[src/rtl/prog_sequencer_pkg.sv]
// Shared types and constants for the program sequencer slice.
//   state_t        sequencer FSM states
//   NUM_PROGS_DEF  default number of stored programs
//   PC_W           width of the program counter value
//   PROG_IDX_W     width of the program index
package prog_seq_pkg;

   localparam int NUM_PROGS_DEF = 3;
   localparam int PC_W          = 10;
   localparam int PROG_IDX_W    = 2;

   typedef enum logic [2:0] {
      IDLE,
      INIT,
      RUN,
      DONE,
      FINISHED
   } state_t;

endpackage

[src/rtl/prog_sequencer_sat_counter.sv]
// Saturating up-counter with synchronous clear.
//   CLK    clock
//   Reset  synchronous active-high reset, count -> 0
//   Clr    synchronous clear, wins over En
//   En     increment enable; the count sticks at all-ones
//   Count  current count
module sat_counter #(
   parameter int W = 8
) (
   input  logic         CLK,
   input  logic         Reset,
   input  logic         Clr,
   input  logic         En,
   output logic [W-1:0] Count
);

   // NOTE: sequential state is assigned with <= so every flop samples
   // the pre-edge values of its inputs, independent of statement order.
   always_ff @(posedge CLK) begin
      if (Reset || Clr) begin
         Count <= '0;
      end else if (En && (Count != '1)) begin
         Count <= Count + W'(1);
      end
   end

endmodule

[src/rtl/prog_sequencer.sv]
// Upstream control stage for the program counter. Starts each stored program
// on request by pulsing Init, waits for Halt, records the run length and the
// PC where it stopped, and reports completion over a level Req/Ack handshake.
//   CLK         clock
//   Reset       synchronous active-high reset, wins over all other inputs
//   Req         level request to start the next program
//   Halt        halt flag from the PC stage
//   PcValue     current PC from the PC stage
//   Init        init pulse to the PC stage
//   Busy        high while initialising or running
//   Ack         level: current program finished
//   Err         with Ack: run ended by timeout rather than Halt
//   ProgIdx     index of program being run / last run
//   CycleCount  run cycles of the last program, Halt cycle excluded
//   HaltPc      PcValue captured when the run ended
//   AllDone     every program has been acknowledged
module prog_sequencer
   import prog_seq_pkg::*;
#(
   parameter int NUM_PROGS   = NUM_PROGS_DEF,
   parameter int INIT_CYCLES = 2,
   parameter int CNT_W       = 16,
   parameter int TIMEOUT     = 65000
) (
   input  logic                  CLK,
   input  logic                  Reset,
   input  logic                  Req,
   input  logic                  Halt,
   input  logic [PC_W-1:0]       PcValue,
   output logic                  Init,
   output logic                  Busy,
   output logic                  Ack,
   output logic                  Err,
   output logic [PROG_IDX_W-1:0] ProgIdx,
   output logic [CNT_W-1:0]      CycleCount,
   output logic [PC_W-1:0]       HaltPc,
   output logic                  AllDone
);

   localparam int                  INIT_W   = $clog2(INIT_CYCLES) + 1;
   localparam logic [PROG_IDX_W-1:0] LAST_IDX = PROG_IDX_W'(NUM_PROGS - 1);

   state_t            state;
   state_t            state_nxt;
   logic              armed;
   logic [INIT_W-1:0] init_cnt;
   logic [CNT_W-1:0]  run_cnt;
   logic              init_last;
   logic              run_timeout;
   logic              start;

   // Both counters sit at zero outside their own state, so each phase
   // begins with a cleared count.
   sat_counter #(.W(INIT_W)) u_init_cnt (
      .CLK   (CLK),
      .Reset (Reset),
      .Clr   (state != INIT),
      .En    (state == INIT),
      .Count (init_cnt)
   );

   sat_counter #(.W(CNT_W)) u_run_cnt (
      .CLK   (CLK),
      .Reset (Reset),
      .Clr   (state != RUN),
      .En    ((state == RUN) && !Halt),
      .Count (run_cnt)
   );

   assign init_last   = (init_cnt == INIT_W'(INIT_CYCLES - 1));
   assign run_timeout = (run_cnt == CNT_W'(TIMEOUT - 1));
   assign start       = Req && armed;

   always_ff @(posedge CLK) begin
      if (Reset) begin
         state <= IDLE;
      end else begin
         state <= state_nxt;
      end
   end

   // NOTE: state_nxt gets its default before the case, so every path
   // assigns it and no latch is inferred.
   always_comb begin
      state_nxt = state;
      case (state)
         IDLE:     if (start)                state_nxt = INIT;
         INIT:     if (init_last)            state_nxt = RUN;
         RUN:      if (Halt || run_timeout)  state_nxt = DONE;
         DONE:     if (!Req)                 state_nxt = (ProgIdx == LAST_IDX) ? FINISHED : IDLE;
         FINISHED:                           state_nxt = FINISHED;
         default:                            state_nxt = IDLE;
      endcase
   end

   // A start consumes the arm; it is re-armed only once Req is seen low,
   // so a request held high never launches a second program. Reset leaves
   // it armed so a request present at reset release starts immediately.
   always_ff @(posedge CLK) begin
      if (Reset) begin
         armed <= 1'b1;
      end else if ((state == IDLE) && start) begin
         armed <= 1'b0;
      end else if (!Req) begin
         armed <= 1'b1;
      end
   end

   // Result registers: written only when RUN exits, held otherwise.
   // Halt has priority over a timeout landing on the same edge.
   always_ff @(posedge CLK) begin
      if (Reset) begin
         Err        <= 1'b0;
         CycleCount <= '0;
         HaltPc     <= '0;
         ProgIdx    <= '0;
      end else begin
         if (state == RUN) begin
            if (Halt) begin
               Err        <= 1'b0;
               CycleCount <= run_cnt;
               HaltPc     <= PcValue;
            end else if (run_timeout) begin
               Err        <= 1'b1;
               CycleCount <= CNT_W'(TIMEOUT);
               HaltPc     <= PcValue;
            end
         end
         if ((state == DONE) && !Req && (ProgIdx != LAST_IDX)) begin
            ProgIdx <= ProgIdx + PROG_IDX_W'(1);
         end
      end
   end

   assign Init    = (state == INIT);
   assign Busy    = (state == INIT) || (state == RUN);
   assign Ack     = (state == DONE);
   assign AllDone = (state == FINISHED);

endmodule
[config.mk]
export PLATFORM = sky130hd
export DESIGN_NAME = prog_sequencer
export DESIGN_NICKNAME = d
export VERILOG_FILES = /design/src/rtl/prog_sequencer_pkg.sv /design/src/rtl/prog_sequencer_sat_counter.sv /design/src/rtl/prog_sequencer.sv
export SDC_FILE = /design/constraint.sdc
export NUM_CORES = 1
export LEC_CHECK = 0
export CAP_MARGIN = 5
export CORE_MARGIN = 8
export CORE_UTILIZATION = 56
export CTS_CLUSTER_DIAMETER = 100
export DETAILED_ROUTE_END_ITERATION = 12
export GPL_TIMING_DRIVEN = 0
export HOLD_SLACK_MARGIN = 0.06
export PLACE_DENSITY = 0.84
export SETUP_SLACK_MARGIN = 0.05
export SYNTH_ARGS = -nofsm -noshare
export SYNTH_HDL_FRONTEND = slang
export SYNTH_SLANG_ARGS = --single-unit
export TNS_END_PERCENT = 10
[constraint.sdc]
create_clock -name CLK -period 3 [get_ports CLK]
set_input_delay 0.3 -clock CLK [delete_from_list [all_inputs] [get_ports CLK]]
set_output_delay 0.3 -clock CLK [all_outputs]
set_load 0.05 [all_outputs]
-- Yosys cells after proc, flatten, opt, wreduce, memory -nomap -nowiden
Cells that the tools add are included.
- bits in registers: 51
- latch bits: 0
- RAM bits: 0
- ROM bits: 0
- bits of input ports: 14
- output and inout port bits: 33
- memories kept: 0
- add/subtract/negate cells: 3
- $mul: 0
- divide/modulo/power cells: 0
- $lt $le $gt $ge: 0
- eq/ne operators: 17
- shift-type cells: 0
- muxes and demuxes: 14
- bitwise logic cells: 0
- reduce and logical (&&, ||, !) cells: 17
- operators with widths (cell ; count):
    2-to-1 mux 16 bit ; 2
    2-to-1 mux 10 bit ; 2
    adder 16 x 1 -> 16 bit (second input constant) ; 1
    == test 16 bit (second input constant) ; 1
    != test 16 bit (second input constant) ; 1
    2-to-1 mux 3 bit ; 5
    case mux 3 bit (5 select lines) ; 1
    != test 2 bit (second input constant) ; 6
    logical AND 1 bit ; 7
    == test 3 x 2 -> 1 bit (second input constant) ; 2
    adder 2 x 1 -> 2 bit (second input constant) ; 2
    logical OR 1 bit ; 4
    2-to-1 mux 1 bit ; 4
    AND reduction 4 bit ; 1
    == test 3 x 1 -> 1 bit (second input constant) ; 1
    == test 3 bit (second input constant) ; 1
    logical NOT 3 bit ; 1
    != test 3 x 1 -> 1 bit (second input constant) ; 1
    != test 3 x 2 -> 1 bit (second input constant) ; 1
    == test 2 x 1 -> 1 bit (second input constant) ; 1
    == test 2 bit (second input constant) ; 1
    logical NOT 1 bit ; 2
    != test 2 x 1 -> 1 bit (second input constant) ; 1
    AND reduction 2 bit ; 1
    nonzero test 2 bit ; 1

-- Longest topological paths before layout
- word-level depth: 4
- depth in mapped cells: 7

-- Cells and area by module
Synthesis repeated with hierarchy kept, for this count alone.
- cells, all modules: 271
- area total of the unflattened synthesis: 2403.6 um2
- by module, submodules not included (module ; times used ; cells an instance ; area an instance (um2)):
    prog_sequencer ; 1 ; 168 ; 1451.4
    sat_counter (u_run_cnt) ; 1 ; 95 ; 847.1
    sat_counter (u_init_cnt) ; 1 ; 8 ; 105.1

-- Worst setup path before layout
OpenSTA, ideal clock, no wires.
- path kind: reg2reg
- from: register state[0]
- to: register state[1]
- library setup time: 0.125 ns
- arrival: 1.946 ns
- slack: 0.928 ns
- cell stages (with the launch flop): 8
- period minus slack after synthesis: 2.072 ns
- cell sequence: dfxtp_1 -> clkbuf_1 -> or3b_2 -> clkbuf_1 -> buf_1 -> nand2_1 -> o22ai_1 -> nor2_1
- cells in the longest elaborated chain, start to end: 3
- elaborated cells on any way between the ends: 11
- classes of those cells: eq/ne: 8; mux: 1; reduce/logical: 2
- ends and longest elaborated chain (what ; line ; RTL):
    from (decl) ; prog_sequencer.sv:43 ; state_t state;
    from (signal assigned) ; prog_sequencer.sv:78 ; state <= state_nxt;
    == test 3 x 2 -> 1 bit (tied with other cells) ; prog_sequencer.sv:86 ; case (state)
    != test 2 bit (no source line) ; - ;
    AND reduction 4 bit (no source line) ; - ;
Parallel ways exist; a longest one is shown, timed or not.
A chain may end at the register's enable or synchronous reset.

-- Worst setup path in the final report
- from: register state[0]
- to: output port Busy
- cells in the longest elaborated chain, start to end: 2
- elaborated cells on any way between the ends: 3
- classes of those cells: eq/ne: 2; reduce/logical: 1
- ends and longest elaborated chain (what ; line ; RTL):
    == test 3 x 1 -> 1 bit / == test 3 x 2 -> 1 bit (equally long branches) ; prog_sequencer.sv:136 ; assign Busy = (state == INIT) || (state == RUN);
    logical OR 1 bit (*) ; prog_sequencer.sv:136 ;
    to (decl) ; prog_sequencer.sv:31 ; output logic Busy,
Mark *: on every way between the ends. The rest lies on a longest branch, timed or not.

==> run_results.csv <==
group,metric,value,unit
clocking,cts_max_path_buffers,2,
run,cap_violations,0,
critical_path,crit_arrival,2.50,ns
place,dp_hpwl,5070,um
logic_synthesis,yosys_warnings,0,
critical_path,reg2reg_to,"u_run_cnt.Count[5]",
logic_synthesis,synthTopCellsByCount,"dfxtp_1, nor3_1, inv_1, nand2_1",
critical_path,worstPathCellList,"clkbuf_1, or3b_2, clkbuf_1, clkbuf_2, nand2_1, clkdlybuf4s15_1",
logic_synthesis,synthArstFlopShare,0,%
logic_synthesis,syn_nets,340,
global_routing,grt_pass1_vias,2585,
critical_path,critical_path.top_delay_family,"buffers and inverters",
place,io_buffers,46,
critical_path,crit_start,"state[0]",
logic_synthesis,synth_top_area_share,37.7,%
global_routing,grt_pass1_wl,12200,um
detailed_routing,dr.pass1.iters,7,
critical_path,worstPathRequired,2.70,ns
global_routing,antenna_found_initial,0,
logic_synthesis,ys_types,49,
logic_synthesis,yosysMostFrequentCell,"dfxtp_1",
clocking,clock-sinks,51,
cells_and_area,area_growth,24.0,%
power_and_ir_drop,vdd_ir_drop_max,0.451,mV
timing,drv_slew,0,
critical_path,cp_max_fo,10,
critical_path,start_kind,"flip-flop",
die,initial_core_util,57.8,%
critical_path,crit_buf_inv,4,
global_routing,grtUsageTotal,19.9,%
power_and_ir_drop,power_density,602,nW/um2
logic_synthesis,seq_area_frac_synth,37.7,%
detailed_routing,drt_iter0_drc,190,
timing,setup_viol,0,
die,die_h,85.6,um
place,dpl-instance-area,3240,um2
cells_and_area,antenna_cells,0,
critical_path,crit_end,"Busy",
clocking,cts_resized,1,
detailed_routing,drt-wirelength-per-cell,16.8,um
timing,relSlewSlack,40.8,%
global_routing,grt_max_degree,17,
logic_synthesis,syn_area_per_cell,8.42,um2
critical_path,max_stage_delay,0.50,ns
logic_synthesis,syn_inst,322,
detailed_routing,vias_per_cell,6.40,
detailed_routing,totalWireLength,7210,um
clocking,holdBufCountCts,0,
critical_path,slowest_stage,"or3b_2",
die,fp.dieW,85.6,um
place,finalWeightedCongestion,0.778,
logic_synthesis,syn_area,2710,um2
critical_path,cp_common_cell,"clkbuf_1",
global_routing,grt_overflow,0,
timing,worst_slack,0.196,ns
power_and_ir_drop,leakage,0.00116,uW
logic_synthesis,yosysTopAreaCell,"dfxtp_1",
die,row_count,25,
outcome,status,"finished clean",
clocking,clk_latency,0.31,ns
clocking,cts_root_buf,"clkbuf_8",
die,ios,47,
critical_path,crit_cells,6,
critical_path,critical_path_class,"flip-flop to primary output",
cells_and_area,finish.instance_area,3360,um2
timing,fin_crit,2.80,ns
clocking,cts_made_buffers,5,
logic_synthesis,synth-edff-count,0,
clocking,cts_setup_buffers,0,
clocking,cts_tree,"yes",
cells_and_area,num-fill-cells,368,
detailed_routing,ant_nets,0,
critical_path,r2r_start,"u_run_cnt.Count[0]",
cells_and_area,fin_util,71.7,%
clocking,clk_pin_slew,0.10,ns
logic_synthesis,ys_top_cells_by_area,"dfxtp_1, a211oi_2, nand4_1",
critical_path,reg2regPathDepth,6,
timing,fin_skew,0.0116,ns
clocking,htreeDepth,2,
timing,tightestPinTransition,0.866,ns
cells_and_area,nets,393,
logic_synthesis,synthFlopType,"dfxtp_1",
detailed_routing,dr_total_vias,2754,
timing,period_share,93.5,%
min_path,min_path_type,"flip-flop to flip-flop",
detailed_routing,drc,0,
timing,hold_viol,0,
cells_and_area,drive_gt1_share,13.0,%
timing,max_freq,357,MHz
critical_path,ff2ff_setup_slack,0.45,ns
critical_path,end_kind,"primary output",
die,dieArea,7320,um2
place,post-place-ws,0.200,ns
timing,setup_tns,0,ns
die,coreArea,4690,um2
min_path,hold_depth,2,
timing,rsz0062_at_grt,"no",
logic_synthesis,yosys_register_bits,51,
-- cell families (layout without fill, tap and decap cells) --
family | count (synthesis) | in the layout | synth area share (%)
AO/OA/AOI/OAI | 79 | 79 | 20.5
XOR/XNOR | 2 | 2 | 0.646
adder cells (fa/ha/maj) | 4 | 4 | 1.85
buffers and inverters | 47 | 101 | 8.40
flip-flops | 51 | 51 | 37.7
multiplexers | 1 | 1 | 0.369
AND/OR/NAND/NOR | 138 | 138 | 30.6
-- per-stage QoR --
step / hold WS [ns] / std cells / power (uW)
3_5_place_dp: 0.456 / 422 / 1510
5_1_grt: 0.485 / 430 / 2110
6_report: 0.468 / 430 / 2020
3_3_place_gp: 0.448 / 422 / 1500
4_1_cts: 0.470 / 430 / 2020
2_1_floorplan: 0.372 / 322 / 1300
-- routing by layer --
metal	track usage [%]	vias to the layer above	share of wire (%)
li1	-	1308	-
met1	24.4	1319	43
met2	34.1	116	49
met3	3.82	11	6.6
met4	6.21	0	1.1
met5	0	-	0
-- placed cells by master, fill, tap and decap left out, types with 4 or more instances in the layout --
cell type and n:
a211oi_2 10, a21oi_1 19, a31oi_1 15, clkbuf_1 13, clkbuf_8 6, clkdlybuf4s50_1 45, dfxtp_1 51, ha_1 4
inv_1 20, nand2_1 20, nand3_1 15, nand4_1 19, nor2_1 18, nor3_1 21, nor3b_1 5, o21a_1 5
o21ai_0 9, o31ai_1 9, or3_1 7, or4_1 5, or4b_2 10
-- where the power goes --
| part | total [uW] | internal, uW | leakage (uW) | switching, uW |
|---|---|---|---|---|
| logic | 724 | 249 | 0.000684 | 475 |
| clock network | 520 | 275 | 0.0000618 | 245 |
| registers | 780 | 738 | 0.000413 | 41.7 |
-- worst min path at each step --
stage | startpoint | to
6_report | CycleCount[6] | CycleCount[6]
5_1_grt | CycleCount[6] | CycleCount[6]
4_1_cts | CycleCount[6] | CycleCount[6]
3_5_place_dp | CycleCount[6] | CycleCount[6]
3_3_place_gp | CycleCount[6] | CycleCount[6]
2_1_floorplan | Req | armed
-- flip-flops by register name, indices dropped and copies added, names as in the netlist --
register and cells:
armed 1, HaltPc 10, ProgIdx 2, Err 1, u_run_cnt.Count 16, state 3, CycleCount 16, u_init_cnt.Count 2
-- cell type report --
cell class,instances,area (um2),share of cell area [%]
Inverter,20,75.1,2.23
Timing Repair Buffer,46,460,13.7
Buffer,27,154,4.58
Clock buffer,6,82.6,2.46
Sequential cell,51,1020,30.4
Tap cell,54,67.6,2.01
Multi-Input combinational cell,224,1460,43.5
Clock inverter,2,38.8,1.15
-- worst reg2reg max path: stages, from the launching register on --
cell	delay [ns]
dfxtp_1	0.52
ha_1	0.31
nand4_1	0.24
nor4_1	0.75
clkbuf_1	0.38
o21ai_0	0.15
a21oi_1	0.14
Power figures use the tool's default switching activity.
